## src/rtl/sha1_iter_core.sv

```systemverilog
// Iterative SHA-1 compression core, RPC rounds per clock, 16-word rolling schedule window.
// Optional macro SHA1_ITER_CORE_INIT_IN_EN adds in_init, loaded instead of the IV on in_first blocks.
module sha1_iter_core #(
  parameter int RPC = 1
) (
  input  logic         clk,
  input  logic         rst,
  input  logic         in_valid,
  output logic         in_ready,
  input  logic [511:0] in_data,
  input  logic         in_first,
`ifdef SHA1_ITER_CORE_INIT_IN_EN
  input  logic [159:0] in_init,
`endif
  output logic         out_valid,
  input  logic         out_ready,
  output logic [159:0] out_digest,
  output logic         busy
);
  localparam logic [159:0] IV = 160'h67452301_EFCDAB89_98BADCFE_10325476_C3D2E1F0;

  if (!(RPC == 1 || RPC == 2 || RPC == 4 || RPC == 5 || RPC == 8 ||
        RPC == 10 || RPC == 16 || RPC == 20 || RPC == 40 || RPC == 80)) begin : g_bad_rpc
    $error("sha1_iter_core: RPC must be one of 1,2,4,5,8,10,16,20,40,80");
  end

  typedef enum logic [1:0] {S_IDLE, S_ROUND, S_DONE} state_t;

  state_t       r_state;
  logic [6:0]   r_t;
  logic [31:0]  r_w [16];
  logic [31:0]  r_a, r_b, r_c, r_d, r_e;
  logic [159:0] r_h;
  logic [159:0] r_cv;
  logic         r_in_rdy, r_busy, r_out_valid;

  logic [31:0]  w_a, w_b, w_c, w_d, w_e;
  logic [31:0]  w_win [16];
  logic [159:0] w_chain, w_sum;
  logic         w_last;

`ifdef SHA1_ITER_CORE_INIT_IN_EN
  assign w_chain = in_first ? in_init : r_h;
`else
  assign w_chain = in_first ? IV : r_h;
`endif

  // Unrolled RPC rounds; r_w[0] is always W[t], the window shifts one word per round.
  always_comb begin
    logic [31:0] a, b, c, d, e, f, k, tmp, nw;
    logic [31:0] win [16];
    int          tk;
    a = r_a; b = r_b; c = r_c; d = r_d; e = r_e;
    win = r_w;
    for (int i = 0; i < RPC; i++) begin
      tk = int'(r_t) + i;
      if (tk < 20) begin
        f = (b & c) | (~b & d);          k = 32'h5A827999;
      end else if (tk < 40) begin
        f = b ^ c ^ d;                   k = 32'h6ED9EBA1;
      end else if (tk < 60) begin
        f = (b & c) | (b & d) | (c & d); k = 32'h8F1BBCDC;
      end else begin
        f = b ^ c ^ d;                   k = 32'hCA62C1D6;
      end
      tmp = {a[26:0], a[31:27]} + f + e + k + win[0];
      nw  = win[13] ^ win[8] ^ win[2] ^ win[0];
      e = d;
      d = c;
      c = {b[1:0], b[31:2]};
      b = a;
      a = tmp;
      for (int j = 0; j < 15; j++) win[j] = win[j+1];
      win[15] = {nw[30:0], nw[31]};
    end
    w_a = a; w_b = b; w_c = c; w_d = d; w_e = e;
    w_win = win;
  end

  assign w_last = (r_t == 7'(80 - RPC));
  assign w_sum  = {r_cv[159:128] + w_a, r_cv[127:96] + w_b, r_cv[95:64] + w_c,
                   r_cv[63:32]   + w_d, r_cv[31:0]   + w_e};

  always_ff @(posedge clk or posedge rst) begin
    if (rst) begin
      r_state     <= S_IDLE;
      r_t         <= '0;
      r_w         <= '{default: '0};
      r_a         <= '0;
      r_b         <= '0;
      r_c         <= '0;
      r_d         <= '0;
      r_e         <= '0;
      r_h         <= IV;
      r_cv        <= IV;
      r_in_rdy    <= 1'b1;
      r_busy      <= 1'b0;
      r_out_valid <= 1'b0;
    end else begin
      case (r_state)
        S_IDLE: if (in_valid) begin
          r_state  <= S_ROUND;
          r_in_rdy <= 1'b0;
          r_busy   <= 1'b1;
          r_t      <= '0;
          r_cv     <= w_chain;
          {r_a, r_b, r_c, r_d, r_e} <= w_chain;
          for (int i = 0; i < 16; i++) r_w[i] <= in_data[511-32*i -: 32];
        end
        S_ROUND: begin
          r_a <= w_a;
          r_b <= w_b;
          r_c <= w_c;
          r_d <= w_d;
          r_e <= w_e;
          r_w <= w_win;
          r_t <= r_t + 7'(RPC);
          if (w_last) begin
            r_h         <= w_sum;
            r_state     <= S_DONE;
            r_busy      <= 1'b0;
            r_out_valid <= 1'b1;
          end
        end
        S_DONE: if (out_ready) begin
          r_state     <= S_IDLE;
          r_out_valid <= 1'b0;
          r_in_rdy    <= 1'b1;
        end
        default: r_state <= S_IDLE;
      endcase
    end
  end

  // r_in_rdy resets high so the core is ready the first cycle after reset drops.
  assign in_ready   = r_in_rdy & ~rst;
  assign out_valid  = r_out_valid;
  assign busy       = r_busy;
  assign out_digest = r_h;

endmodule
```

## config.mk

```make
export PLATFORM = sky130hd
export DESIGN_NAME = sha1_iter_core
export DESIGN_NICKNAME = d
export VERILOG_FILES = /design/src/rtl/sha1_iter_core.sv
export SDC_FILE = /design/constraint.sdc
export NUM_CORES = 2
export LEC_CHECK = 0
export ABC_AREA = 1
export CAP_MARGIN = 10
export CORE_MARGIN = 1
export CORE_UTILIZATION = 40
export CTS_CLUSTER_SIZE = 24
export DETAILED_ROUTE_END_ITERATION = 8
export HOLD_SLACK_MARGIN = 0.06
export PLACE_DENSITY = 0.72
export REMOVE_ABC_BUFFERS = 1
export SKIP_CTS_REPAIR_TIMING = 1
export SLEW_MARGIN = 15
export SYNTH_ARGS = -nofsm -noshare
export SYNTH_HDL_FRONTEND = slang
export SYNTH_SLANG_ARGS = --single-unit
```

## constraint.sdc

```tcl
create_clock -name clk -period 52.4 [get_ports clk]
set_input_delay 7.86 -clock clk [delete_from_list [all_inputs] [get_ports clk]]
set_output_delay 7.86 -clock clk [all_outputs]
set_load 0.02 [all_outputs]
```

==> impl_metrics.py <==
metrics = {
    "critical_path": {
        "cpMostUsedCell": "clkdlybuf4s50_1",
        "crit_type": "in2out",
        "cp.required_ns": 44.54,
        "cp-end-kind": "output port",
        "worstSetupStartpointType": "input port",
        "cp_slowest_stage_delay_ns": 0.61,
        "critPathMaxFanout": 2,
        "reg2reg_depth": 27,
        "r2r_setup_slack_ns": 44.86,
        "crit_slowest_cell": "clkdlybuf4s50_1",
        "r2r-start": "r_t[3]",
        "crit_chain": "clkdlybuf4s50_1 > nor2_1 > clkdlybuf4s50_1",
        "timing.rr.end": "out_digest[156]",
        "cp_data_arrival_time_ns": 9.13,
    },
    "synthesis": {
        "synth-xor-area-share_pct": 1.88,
        "synth_top_cell_by_area": "dfrtp_1",
        "yosysTopAreaCellShare_pct": 34.2,
        "yosys.area_share.simple_pct": 19.1,
        "syn_area_per_cell_um2": 7.76,
        "synth_adder_area_share_pct": 8.06,
        "synth_edf_count": 0,
        "yosysWarnings": 0,
        "synth_area_mm2": 0.0616,
        "async_flop_share_pct": 100,
        "synth_area_leaders": "dfrtp_1, nand2_1, o211ai_1, inv_1, dfstp_2",
        "synth_top_family_by_area": "compound AO/OA/AOI/OAI gates",
        "synth-seq-cells": 1004,
        "synth_cells": 7946,
        "synthMuxAreaShare_pct": 0,
        "ys.flop_type": "dfrtp_1",
        "yosysUniqueCellTypes": 58,
        "synth_compound_area_share_pct": 19.5,
        "ys_seq_area_share_pct": 41.1,
    },
    "die": {
        "initial_core_util_pct": 40.4,
        "coreArea_mm2": 0.152,
        "rows": 143,
        "io_pins": 680,
        "die_area_mm2": 0.156,
        "die_y_um": 395,
        "die_w_um": 395,
    },
    "flow_run": {
        "drv_cap": 0,
    },
    "route": {
        "drc": 0,
        "drt_iter0_markers": 4695,
        "final_antenna_net_count": 0,
        "viasPerCell": 5.37,
        "routedWlPerCell_um": 21.4,
        "via_count": 56700,
        "wl_mm": 226,
        "drt-pass1-iter-count": 6,
    },
    "clocking": {
        "cts_root_buf": "clkbuf_16",
        "insertion_delay_ns": 0.81,
        "htreeDepth": 3,
        "cts_made_buffers": 117,
        "cts_tree": "done",
        "cts_sinks": 1004,
        "clkSlewWorstSetupHoldPaths_ns": 0.06,
        "clockBufferDepth": 3,
    },
    "global_routing": {
        "grt_max_degree": 267,
        "grt_use_total_pct": 28.7,
        "antenna_found_initial": 43,
        "grt_pass1_vias": 55600,
        "grt.overflow.total": 0,
        "grt_pass1_wl_mm": 341,
    },
    "place": {
        "hpwl_mm": 168,
        "dp_cells": 10300,
        "io_buffer_count": 679,
        "place_congestion": 0.983,
    },
    "min_path": {
        "hold-path-cell-count": 2,
        "min-delay-start": "r_cv[91]",
        "hold_end": "r_cv[91]",
        "hp-class": "reg2reg",
    },
    "status": {
        "status": "finished clean",
    },
    "timing": {
        "hold_viol_final": 0,
        "grt_setup_unrepaired": "no",
        "fin_skew_ns": 0.0821,
        "finalSetupViolations": 0,
        "finalCritPeriodShare_pct": 32.4,
        "relSlewSlack_pct": 22.8,
        "period_needed_ns": 16.99,
        "worstMarginPinSlew_ns": 1.16,
        "fmax_mhz": 58.9,
        "final.setup.tns_ns": 0,
        "slew_violations": 0,
    },
    "layout": {
        "nets": 9235,
        "fillerInstances": 15000,
        "area_delta_synth_final_pct": 19.8,
        "layout_commonest_cell": "nand2_1",
        "drive_gt1_share_pct": 5.84,
        "layout_common_cells": "nand2_1, inv_1, dfrtp_1, clkdlybuf4s50_1, o21ai_0",
        "instances_no_fill": 10600,
    },
}
==> cells in the mapped netlist, types with 8 or more instances <==
cell      number
buf_4         32
ha_1         197
o21ai_1      357
nand4_1       72
xnor2_1       90
o21bai_1      21
fa_1         125
o211ai_1     593
nand2_1     1850
nor3_1        47
buf_1          8
a22oi_1       13
a31oi_1       52
inv_1       1178
xor2_1        42
or2_2         47
a21oi_1      260
dfstp_2      161
a21o_1         9
o21a_1        18
buf_2        179
nor2_1       492
o21ai_0      623
clkbuf_1     172
a21boi_0       8
dfrtp_1      843
o31ai_1       10
o22ai_1       30
a211oi_1      10
nand3_1      301
nand3b_1      28
==> worst max-delay path by stage <==
stage	from	endpoint	slack, ns	cells after the start
after floorplan	rst	busy	16.56	1
after detailed placement	rst	in_ready	35.41	3
after CTS	rst	in_ready	35.40	3
after global routing	rst	in_ready	35.38	3
final	rst	in_ready	35.41	3
after global placement	rst	in_ready	35.38	3
==> metal layers <==
| metal | wire, um | track usage, % |
|---|---|---|
| met5 | 27 | 0 |
| met3 | 17800 | 5.83 |
| met2 | 104000 | 46.0 |
| met4 | 9940 | 12.7 |
| met1 | 94400 | 37.3 |
==> cells by family after synthesis <==
group	count (synthesis)
buffers and inverters	1587
AND/OR/NAND/NOR	2873
AO/OA/AOI/OAI	2028
flip-flops	1004
adder cells (fa/ha/maj)	322
XOR/XNOR	132
==> sequential cells by signal, summed over array words and instances (netlist names), 32 cells and up <==
name,flops
r_c,32
r_cv,160
r_w,512
r_e,32
r_d,32
r_b,32
out_digest,160
r_a,32
==> layout make-up <==
type	instances	area, um2	area share, %
Timing Repair Buffer	730	7250	9.82
Multi-Input combinational cell	5355	30000	40.6
Inverter	1188	4480	6.07
Sequential cell	1004	25300	34.3
Clock inverter	59	828	1.12
Clock buffer	164	3350	4.54
Antenna cell	42	105	0.142
Tap cell	2030	2540	3.44
==> metrics by stage <==
| step | hold slack [ns] | worst slack, ns | area [um2] | util [%] |
|---|---|---|---|---|
| after global placement | 0.457 | 35.38 | 69600 | 45.6 |
| final | 0.471 | 35.41 | 73800 | 48.4 |
| after global routing | 0.483 | 35.38 | 73800 | 48.4 |
| after detailed placement | 0.459 | 35.41 | 69600 | 45.6 |
| after floorplan | 0.450 | 16.56 | 59700 | - |
| after CTS | 0.470 | 35.40 | 73700 | 48.4 |
==> critical path, delay by kind of cell <==
kind                   cells  cell delay, ns
and+or+nand+nor            1            0.14
buffers and inverters      2            1.12
Power is left out: the tool's default activity adds up to more than one toggle a clock period on the data nets, which glitch-free logic cannot reach.
